===== config.mk =====
export PLATFORM = sky130hd
export DESIGN_NAME = boot_loader_ctrl
export DESIGN_NICKNAME = d
export VERILOG_FILES = /design/src/rtl/boot_loader_ctrl.sv
export SDC_FILE = /design/constraint.sdc
export NUM_CORES = 1
export LEC_CHECK = 0
export CORE_UTILIZATION = 30
export DETAILED_ROUTE_END_ITERATION = 8
export PLACE_DENSITY = 0.58
export SLEW_MARGIN = 20
export SYNTH_ARGS = -nofsm -noshare
export SYNTH_HDL_FRONTEND = slang
export SYNTH_SLANG_ARGS = --single-unit
export TNS_END_PERCENT = 50

===== constraint.sdc =====
create_clock -name clk -period 5.07 [get_ports clk]
set_input_delay 1.014 -clock clk [delete_from_list [all_inputs] [get_ports clk]]
set_output_delay 1.014 -clock clk [all_outputs]
set_load 0.005 [all_outputs]

===== src/rtl/boot_loader_ctrl.sv =====
// Command-frame loader: parses UART bytes into memory writes and run/halt control, then returns ACK/NAK.
// Latency: memory write one cycle after the 4th byte of a word; response one cycle after SUM at the earliest.
// Backpressure: the response waits in RESP while tx_ready is low; bytes arriving in RESP are dropped.
module boot_loader_ctrl #(
  parameter int unsigned TIMEOUT = 1000000
) (
  input  logic        clk,
  input  logic        reset_n,
  input  logic        rx_valid,
  input  logic [7:0]  rx_data,
  input  logic        tx_ready,
  output logic        tx_wr,
  output logic [7:0]  tx_din,
  output logic        insn_we,
  output logic [31:0] insn_addr,
  output logic [31:0] insn_din,
  output logic        data_we,
  output logic [31:0] data_addr,
  output logic [31:0] data_din,
  output logic        run,
  output logic        busy
);

  localparam int TW = $clog2(TIMEOUT + 1);
  localparam logic [TW-1:0] TMO_LAST = TW'(TIMEOUT - 1);

  localparam logic [7:0] CMD_LOAD_INSN = 8'h01;
  localparam logic [7:0] CMD_LOAD_DATA = 8'h02;
  localparam logic [7:0] CMD_RUN       = 8'h10;
  localparam logic [7:0] CMD_HALT      = 8'h11;
  localparam logic [7:0] RESP_ACK      = 8'h06;
  localparam logic [7:0] RESP_NAK      = 8'h15;

  // S_SKIP swallows bytes of an unknown command until the idle timeout fires.
  typedef enum logic [2:0] {
    S_IDLE,
    S_ADDR,
    S_CNT,
    S_DATA,
    S_SUM,
    S_SKIP,
    S_RESP
  } state_t;

  state_t        state;
  logic [7:0]    cmd_q;
  logic          blocked;   // load received while the core runs: parse only, never write
  logic [1:0]    fidx;      // byte index within the current multi-byte field / word
  logic [31:0]   addr_ptr;  // byte address of the next word to write
  logic [15:0]   cnt;       // words still to receive
  logic [31:0]   shift;     // word assembly, LSB byte first
  logic [7:0]    sum;       // running XOR of the frame bytes so far
  logic [7:0]    resp;
  logic [TW-1:0] tmo;
  logic          parsing;
  logic [31:0]   word_next;

  // Parse states are the only ones subject to the inter-byte timeout.
  assign parsing   = (state == S_ADDR) || (state == S_CNT) || (state == S_DATA) ||
                     (state == S_SUM)  || (state == S_SKIP);
  assign word_next = {rx_data, shift[31:8]};
  assign busy      = (state != S_IDLE);

  // Frame parser, memory write strobes, run flag and response handshake.
  always_ff @(posedge clk or negedge reset_n) begin
    if (!reset_n) begin
      state     <= S_IDLE;
      cmd_q     <= '0;
      blocked   <= 1'b0;
      fidx      <= '0;
      addr_ptr  <= '0;
      cnt       <= '0;
      shift     <= '0;
      sum       <= '0;
      resp      <= '0;
      tmo       <= '0;
      tx_wr     <= 1'b0;
      tx_din    <= '0;
      insn_we   <= 1'b0;
      insn_addr <= '0;
      insn_din  <= '0;
      data_we   <= 1'b0;
      data_addr <= '0;
      data_din  <= '0;
      run       <= 1'b0;
    end else begin
      insn_we <= 1'b0;
      data_we <= 1'b0;
      tx_wr   <= 1'b0;

      if (rx_valid) begin
        tmo <= '0;
      end else if (parsing) begin
        tmo <= tmo + 1'b1;
      end

      case (state)
        S_IDLE: begin
          if (rx_valid) begin
            cmd_q <= rx_data;
            sum   <= rx_data;
            fidx  <= '0;
            case (rx_data)
              CMD_LOAD_INSN, CMD_LOAD_DATA: begin
                blocked <= run;
                state   <= S_ADDR;
              end
              CMD_RUN, CMD_HALT: begin
                blocked <= 1'b0;
                state   <= S_SUM;
              end
              default: begin
                blocked <= 1'b0;
                state   <= S_SKIP;
              end
            endcase
          end
        end

        S_ADDR: begin
          if (rx_valid) begin
            sum  <= sum ^ rx_data;
            fidx <= fidx + 2'd1;
            if (fidx == 2'd3) begin
              // Word alignment: low address bits are discarded.
              addr_ptr <= {rx_data, addr_ptr[31:10], 2'b00};
              state    <= S_CNT;
            end else begin
              addr_ptr <= {rx_data, addr_ptr[31:8]};
            end
          end
        end

        S_CNT: begin
          if (rx_valid) begin
            sum <= sum ^ rx_data;
            if (fidx == 2'd0) begin
              cnt[7:0] <= rx_data;
              fidx     <= 2'd1;
            end else begin
              cnt   <= {rx_data, cnt[7:0]};
              fidx  <= 2'd0;
              state <= ({rx_data, cnt[7:0]} == 16'd0) ? S_SUM : S_DATA;
            end
          end
        end

        S_DATA: begin
          if (rx_valid) begin
            sum   <= sum ^ rx_data;
            shift <= word_next;
            fidx  <= fidx + 2'd1;
            if (fidx == 2'd3) begin
              if (!blocked) begin
                if (cmd_q == CMD_LOAD_INSN) begin
                  insn_we   <= 1'b1;
                  insn_addr <= addr_ptr;
                  insn_din  <= word_next;
                end else begin
                  data_we   <= 1'b1;
                  data_addr <= addr_ptr;
                  data_din  <= word_next;
                end
              end
              addr_ptr <= addr_ptr + 32'd4;
              cnt      <= cnt - 16'd1;
              if (cnt == 16'd1) begin
                state <= S_SUM;
              end
            end
          end
        end

        S_SUM: begin
          if (rx_valid) begin
            if ((rx_data == sum) && !blocked) begin
              resp <= RESP_ACK;
              if (cmd_q == CMD_RUN) begin
                run <= 1'b1;
              end else if (cmd_q == CMD_HALT) begin
                run <= 1'b0;
              end
            end else begin
              resp <= RESP_NAK;
            end
            state <= S_RESP;
          end
        end

        S_SKIP: begin
          // Bytes are ignored; only the timeout below leaves this state.
        end

        S_RESP: begin
          // One extra cycle after the strobe keeps busy high through tx_wr.
          if (tx_wr) begin
            state <= S_IDLE;
          end else if (tx_ready) begin
            tx_wr  <= 1'b1;
            tx_din <= resp;
          end
        end

        default: state <= S_IDLE;
      endcase

      // Idle line inside a frame aborts it with a NAK.
      if (parsing && !rx_valid && (tmo == TMO_LAST)) begin
        resp  <= RESP_NAK;
        state <= S_RESP;
      end
    end
  end

endmodule


==> impl_metrics.yaml, run 1 <==
sta:
  setup_tns_ns: 0
  slew-limit-headroom: 0.333
  drv_slew: 0
  grt_setup_unrepaired: "false"
  whs_ns: 0.480
  max_freq_mhz: 303
  hold_viol_final: 0
  tightest_slew_ns: 0.998
  setup_viol: 0
  skew_ns: 0.0295
  min_period_ns: 3.30
  setup_ws_ns: 1.77
  finalCritPeriodShare: 0.651
setup_path:
  startpoint_type: "flop"
  r2r_start: "state[1]$_DFFE_PN0P_"
  critPathSlowestCell: "dfrtp_1"
  critPathMaxFanout: 20
  worst_r2r_path_depth: 6
  worst_ep_arrival_time_ns: 2.29
  path_cells: "nor3_1 > inv_1 > clkdlybuf4s50_1"
  max_stage_delay_ns: 0.61
  path_class: "reg2out"
  r2r_setup_slack_ns: 2.33
  critPathRequiredTime_ns: 4.06
  worstReg2RegEnd: "data_din[5]$_DFFE_PN0P_"
  end_kind: "output pin"
final_layout:
  nNetsFinal: 1117
  antenna_cells: 0
  syn2layout_area_growth_pct: 25.3
  drive_gt1_frac: 0.167
logic_synthesis:
  synth_flop_cell: "dfrtp_1"
  ys_warn_count: 0
  yosys_register_bits: 252
  synth_enable_flop_cells: 0
  synthCells: 969
  synth_area_um2: 11400
  ys_seq_area_frac: 0.551
  postSynth.asyncResetShare: 1.00
  synth_cell_type_count: 77
  syn_area_per_cell_um2: 11.8
place:
  place_congestion: 0.796
  port_buffers: 148
  place_ws_ns: 1.44
  place_hpwl_um: 18600
power_and_ir_drop:
  power.leakage_nw: 6.18
  power.density_nw_per_um2: 558
  ir_drop_uv: 198
global_routing:
  grt_max_degree: 106
  grt_pass1_wl_um: 45700
  antenna_found_initial: 1
  grt_pass1_vias: 7949
  grt_usage: 0.146
  grt_overflow: 0
die:
  start_util: 0.305
  die_y_um: 197
  die_area_um2: 38900
  core_um2: 37600
  io_pins: 153
  die_width_um: 197
  row_count: 71
worst_hold_path:
  holdPathStages: 2
  worstHoldEndpoint: "tx_din[1]$_DFFE_PN0P_"
  min_from: "tx_din[1]$_DFFE_PN0P_"
  hold_path.class: "reg2reg"
routing:
  vias: 8110
  drt-pass1-iter-count: 8
  wl_per_cell_um: 17.3
  drtAntennaViolNets: 0
  viasPerCell: 4.97
  drt_iter0_drc: 503
  wirelength_um: 28200
  drc: 0
clock_tree:
  clk_pin_slew_ns: 0.06
  holdBufCountCts: 0
  cts_resized: 0
  cts_setup_buffers: 0
  htreeDepth: 1
  cts_tree: "built"
  cts_buffer_depth: 3
  clk_latency_ns: 0.55
  cts-root-buf: "clkbuf_16"
  cts-buffers-inserted: 28
  cts_sinks: 252
run_status:
  status: "complete, no violations"
flow_run:
  maxCapViolCount: 0
==> worst max-delay path, delay by kind of cell, from the launching register on <==
family | cells | cell delay, ns
simple gates | 1 | 0.47
buf+inv | 2 | 0.65
flops | 1 | 0.61
==> logic make-up (layout without fill, tap and decap cells) <==
logic type	Yosys count	count (layout)	share of synthesized area
compound gates	170	170	0.0999
xor+xnor	28	28	0.0214
fa+ha+maj	7	7	0.00765
buf+inv	83	231	0.0353
flops	252	252	0.551
mux	164	164	0.161
other cells	1	4	0.000328
simple gates	264	264	0.123
==> worst max-delay path by stage <==
stage | startpoint | depth (start not counted) | to | slack, ns
finish | state[0]$_DFFE_PN0P_ | 3 | busy | 1.77
global route | state[0]$_DFFE_PN0P_ | 3 | busy | 1.53
CTS | state[0]$_DFFE_PN0P_ | 3 | busy | 1.73
detailed placement | rx_valid | 6 | data_din[5]$_DFFE_PN0P_ | 1.44
global placement | rx_valid | 6 | data_din[27]$_DFFE_PN0P_ | 1.48
floorplan | rx_data[3] | 6 | run$_DFFE_PN0P_ | 2.54
==> report_power, final <==
group / internal [mW] / leakage [nW] / switching (mW)
Combinational: 1.37 / 2.51 / 1.08
Clock: 1.27 / 0.472 / 0.832
Sequential: 2.70 / 3.21 / 0.750
Total: 5.35 / 6.18 / 2.66
==> area by class of cell <==
cell class	count	area, um^2
Fill cell	3669	23200
Sequential cell	252	6310
Multi-Input combinational cell	637	4760
Timing Repair Buffer	162	1600
Clock buffer	41	820
Tap cell	511	639
Clock inverter	11	150
Inverter	17	63.8
==> synthesized netlist by cell type, drive strengths merged, types with 17 or more instances <==
master,instances,area share
dfrtp,252,0.55
mux2,162,0.16
nand2,67,0.022
nor2,63,0.021
a21oi,51,0.022
buf,39,0.021
nand3,35,0.016
clkbuf,27,0.0089
o21ai,27,0.012
xnor2,19,0.015
inv,17,0.0056
nand4,17,0.0098
==> placed cells by master (no fill, tap or decap), types with 5 or more instances in the layout <==
cell               n
a311oi_1          11
dfrtp_1          252
nor4_1             7
or3_1              7
nand2_1           64
a31oi_1            8
mux2_2           107
xnor2_1           19
clkbuf_1           6
buf_4             13
nand3_1           34
o22a_1             7
o22ai_1           15
and3_1            11
nor3_1            12
and2_1             5
a22oi_1            7
clkdlybuf4s50_1  147
inv_1             17
a21oi_1           51
xor2_1             9
o21ai_0           26
ha_1               7
a2bb2oi_1          9
nand4_1           16
clkbuf_16         28
mux2_1            55
and4_1             7
nor2_1            63
clkbuf_8           7
==> metal layers <==
layer | track usage | routed length [um] | part of all wire | vias to the layer above
met3 | 0.0230 | 1370 | 0.048 | 39
met2 | 0.233 | 13000 | 0.46 | 193
met4 | 0.0333 | 460 | 0.016 | 2
met5 | 0 | 12 | 0.00043 | -
met1 | 0.207 | 13400 | 0.47 | 4101
li1 | - | - | - | 3775
==> through the flow <==
step | total power, mW | cells | util | cell area, um^2
global placement | 5.88 | 1579 | 0.356 | 13400
global route | 8.55 | 1631 | 0.382 | 14300
finish | 8.01 | 1631 | 0.382 | 14300
detailed placement | 5.96 | 1579 | 0.356 | 13400
floorplan | 4.74 | 972 | - | 11500
CTS | 8.11 | 1631 | 0.382 | 14300
==> state kept, by name, indices dropped and copies added, names as in the netlist, 8 cells and up <==
register / flops
cnt: 16
data_addr: 32
sum: 8
insn_addr: 32
shift: 24
addr_ptr: 32
insn_din: 32
cmd_q: 8
tmo: 20
data_din: 32
Note: power is estimated with default switching activity, not from simulation.
==> run 2, diff against run 1 <==
==> constraint.sdc (replaced) <==
create_clock -name clk -period 3.2 [get_ports clk]
set_input_delay 0.64 -clock clk [delete_from_list [all_inputs] [get_ports clk]]
set_output_delay 0.64 -clock clk [all_outputs]
set_load 0.005 [all_outputs]
==> run 2 against run 1 <==
Compared with the run above:
- design area is 0.89% higher
- die area unchanged
- flip-flop and latch count unchanged
- critical path type unchanged
- critical endpoint unchanged
- largest cell class unchanged
- largest power group unchanged
==> impl_metrics.yaml, run 2 (synthesis results as in run 1) <==
setup_path:
  r2r_setup_slack_ns: 0.70
  critPathTopFamily: "buffers and inverters"
  critPathSlowestCell: "nor3_1"
  r2r_start: "cmd_q[1]$_DFFE_PN0P_"
  worst_ep_arrival_time_ns: 2.33
  max_stage_delay_ns: 0.56
  path_buf_inv: 2
  startpoint_type: "flop"
  end_kind: "output pin"
  worstReg2RegEnd: "data_addr[26]$_DFFE_PN0P_"
  critPathRequiredTime_ns: 2.56
  worst_r2r_path_depth: 6
  critPathMaxFanout: 16
  path_class: "reg2out"
  path_cells: "nor3_1 > inv_1 > clkdlybuf4s50_1"
die:
  row_count: 71
  die_area_um2: 38900
  io_pins: 153
  core_um2: 37600
  die_width_um: 197
  start_util: 0.305
  die_y_um: 197
final_layout:
  antenna_cells: 0
  drive_gt1_frac: 0.176
  layout_common_cells: "dfrtp_1 (252), clkdlybuf4s50_1 (147), mux2_2 (107)"
  stdcell_count: 1643
  nNetsFinal: 1131
  layout_commonest_cell: "dfrtp_1"
  syn2layout_area_growth_pct: 26.4
  utilization: 0.385
clock_tree:
  cts_tree: "built"
  holdBufCountCts: 0
  clk_latency_ns: 0.54
  cts_sinks: 252
  cts-buffers-inserted: 27
  clk_pin_slew_ns: 0.06
  htreeDepth: 1
  cts_buffer_depth: 3
  cts_setup_buffers: 0
  cts-root-buf: "clkbuf_16"
  cts_resized: 0
routing:
  drt-pass1-iter-count: 5
  wl_per_cell_um: 17.2
  wirelength_um: 28300
  viasPerCell: 4.92
  drtAntennaViolNets: 0
  vias: 8080
  drc: 0
  drt_iter0_drc: 369
place:
  placed_cells: 1594
  place_hpwl_um: 19000
  place_congestion: 0.760
  port_buffers: 148
power_and_ir_drop:
  power.density_nw_per_um2: 876
  power_frac_comb: 0.314
  power_mw: 12.7
  swShare: 0.329
  p_int_mw: 8.51
  ir_drop_uv: 378
  clockPowerShare: 0.258
  p_seq_frac: 0.427
  power_switching_mw: 4.16
  power.leakage_nw: 6.27
global_routing:
  grt_pass1_wl_um: 45500
  grt_max_degree: 75
  grt_overflow: 0
  grt_pass1_vias: 8097
  grt_usage: 0.146
  antenna_found_initial: 0
sta:
  max_freq_mhz: 337
  setup_tns_ns: 0
  grt_setup_unrepaired: "false"
  min_period_ns: 2.97
  drv_slew: 0
  finalCritPeriodShare: 0.928
  tightest_slew_ns: 0.678
  slew-limit-headroom: 0.547
  hold_viol_final: 0
  setup_viol: 0
  skew_ns: 0.0185
flow_run:
  maxCapViolCount: 0
worst_hold_path:
  hold_path.class: "in2async"
run_status:
  status: "complete, no violations"
[run 2: changes by cell type in the layout (fill, tap and decap cells not counted), sizes merged]
cell | previous run | this run
buf | 15 | 30
bufinv | 3 | 4
clkbuf | 41 | 39
clkinvlp | 2 | 0
[run 2: power by group through the flow]
stage / Sequential (mW) / Clock (mW) / Combinational (mW)
floorplan: 5.06 / 0 / 2.45
global placement: 5.45 / 0 / 3.92
detailed placement: 5.48 / 0 / 4.02
CTS: 5.43 / 3.39 / 4.04
global route: 5.60 / 3.51 / 4.40
finish: 5.42 / 3.27 / 3.99
[run 2: worst register-to-register path, delay by kind of cell (launching register included)]
| kind | cells | cell delay, ns |
|---|---|---|
| simple gates | 4 | 1.29 |
| buf+inv | 1 | 0.33 |
| mux | 1 | 0.36 |
| flops | 1 | 0.38 |
[run 2: stage by stage]
stage / area (um^2) / hold slack [ns] / setup WS (ns)
2_1_floorplan: 11500 / 0.344 / 1.04
3_3_place_gp: 13500 / 0.459 / 0.351
3_5_place_dp: 13500 / 0.457 / 0.288
4_1_cts: 14500 / 0.108 / 0.205
5_1_grt: 14500 / 0.135 / 0.0668
6_report: 14500 / 0.0859 / 0.229
[run 2: final cells by class]
cell class | count | area [um^2]
timing repair buffer | 177 | 1770
clock inverter | 10 | 154
tap | 511 | 639
fill | 3659 | 23100
multi-input combinational | 637 | 4760
clock buffer | 39 | 781
sequential | 252 | 6310
inverter | 17 | 63.8
[run 2: worst max-delay path by stage]
stage / from / to / slack (ns) / depth (start not counted)
after global routing: state[2]$_DFFE_PN0P_ / busy / 0.07 / 3
after detailed placement: rx_valid / data_din[10]$_DFFE_PN0P_ / 0.29 / 6
final: state[2]$_DFFE_PN0P_ / busy / 0.23 / 3
after CTS: state[2]$_DFFE_PN0P_ / busy / 0.21 / 3
after floorplan: rx_data[3] / run$_DFFE_PN0P_ / 1.04 / 6
after global placement: rx_valid / data_addr[23]$_DFFE_PN0P_ / 0.35 / 6
[run 2: layer usage]
metal,track usage,wire [um],vias to the layer above
met2,0.236,13100,176
met3,0.0181,1250,39
met4,0.0373,530,0
li1,-,-,3799
met5,0,0,-
met1,0.206,13500,4066
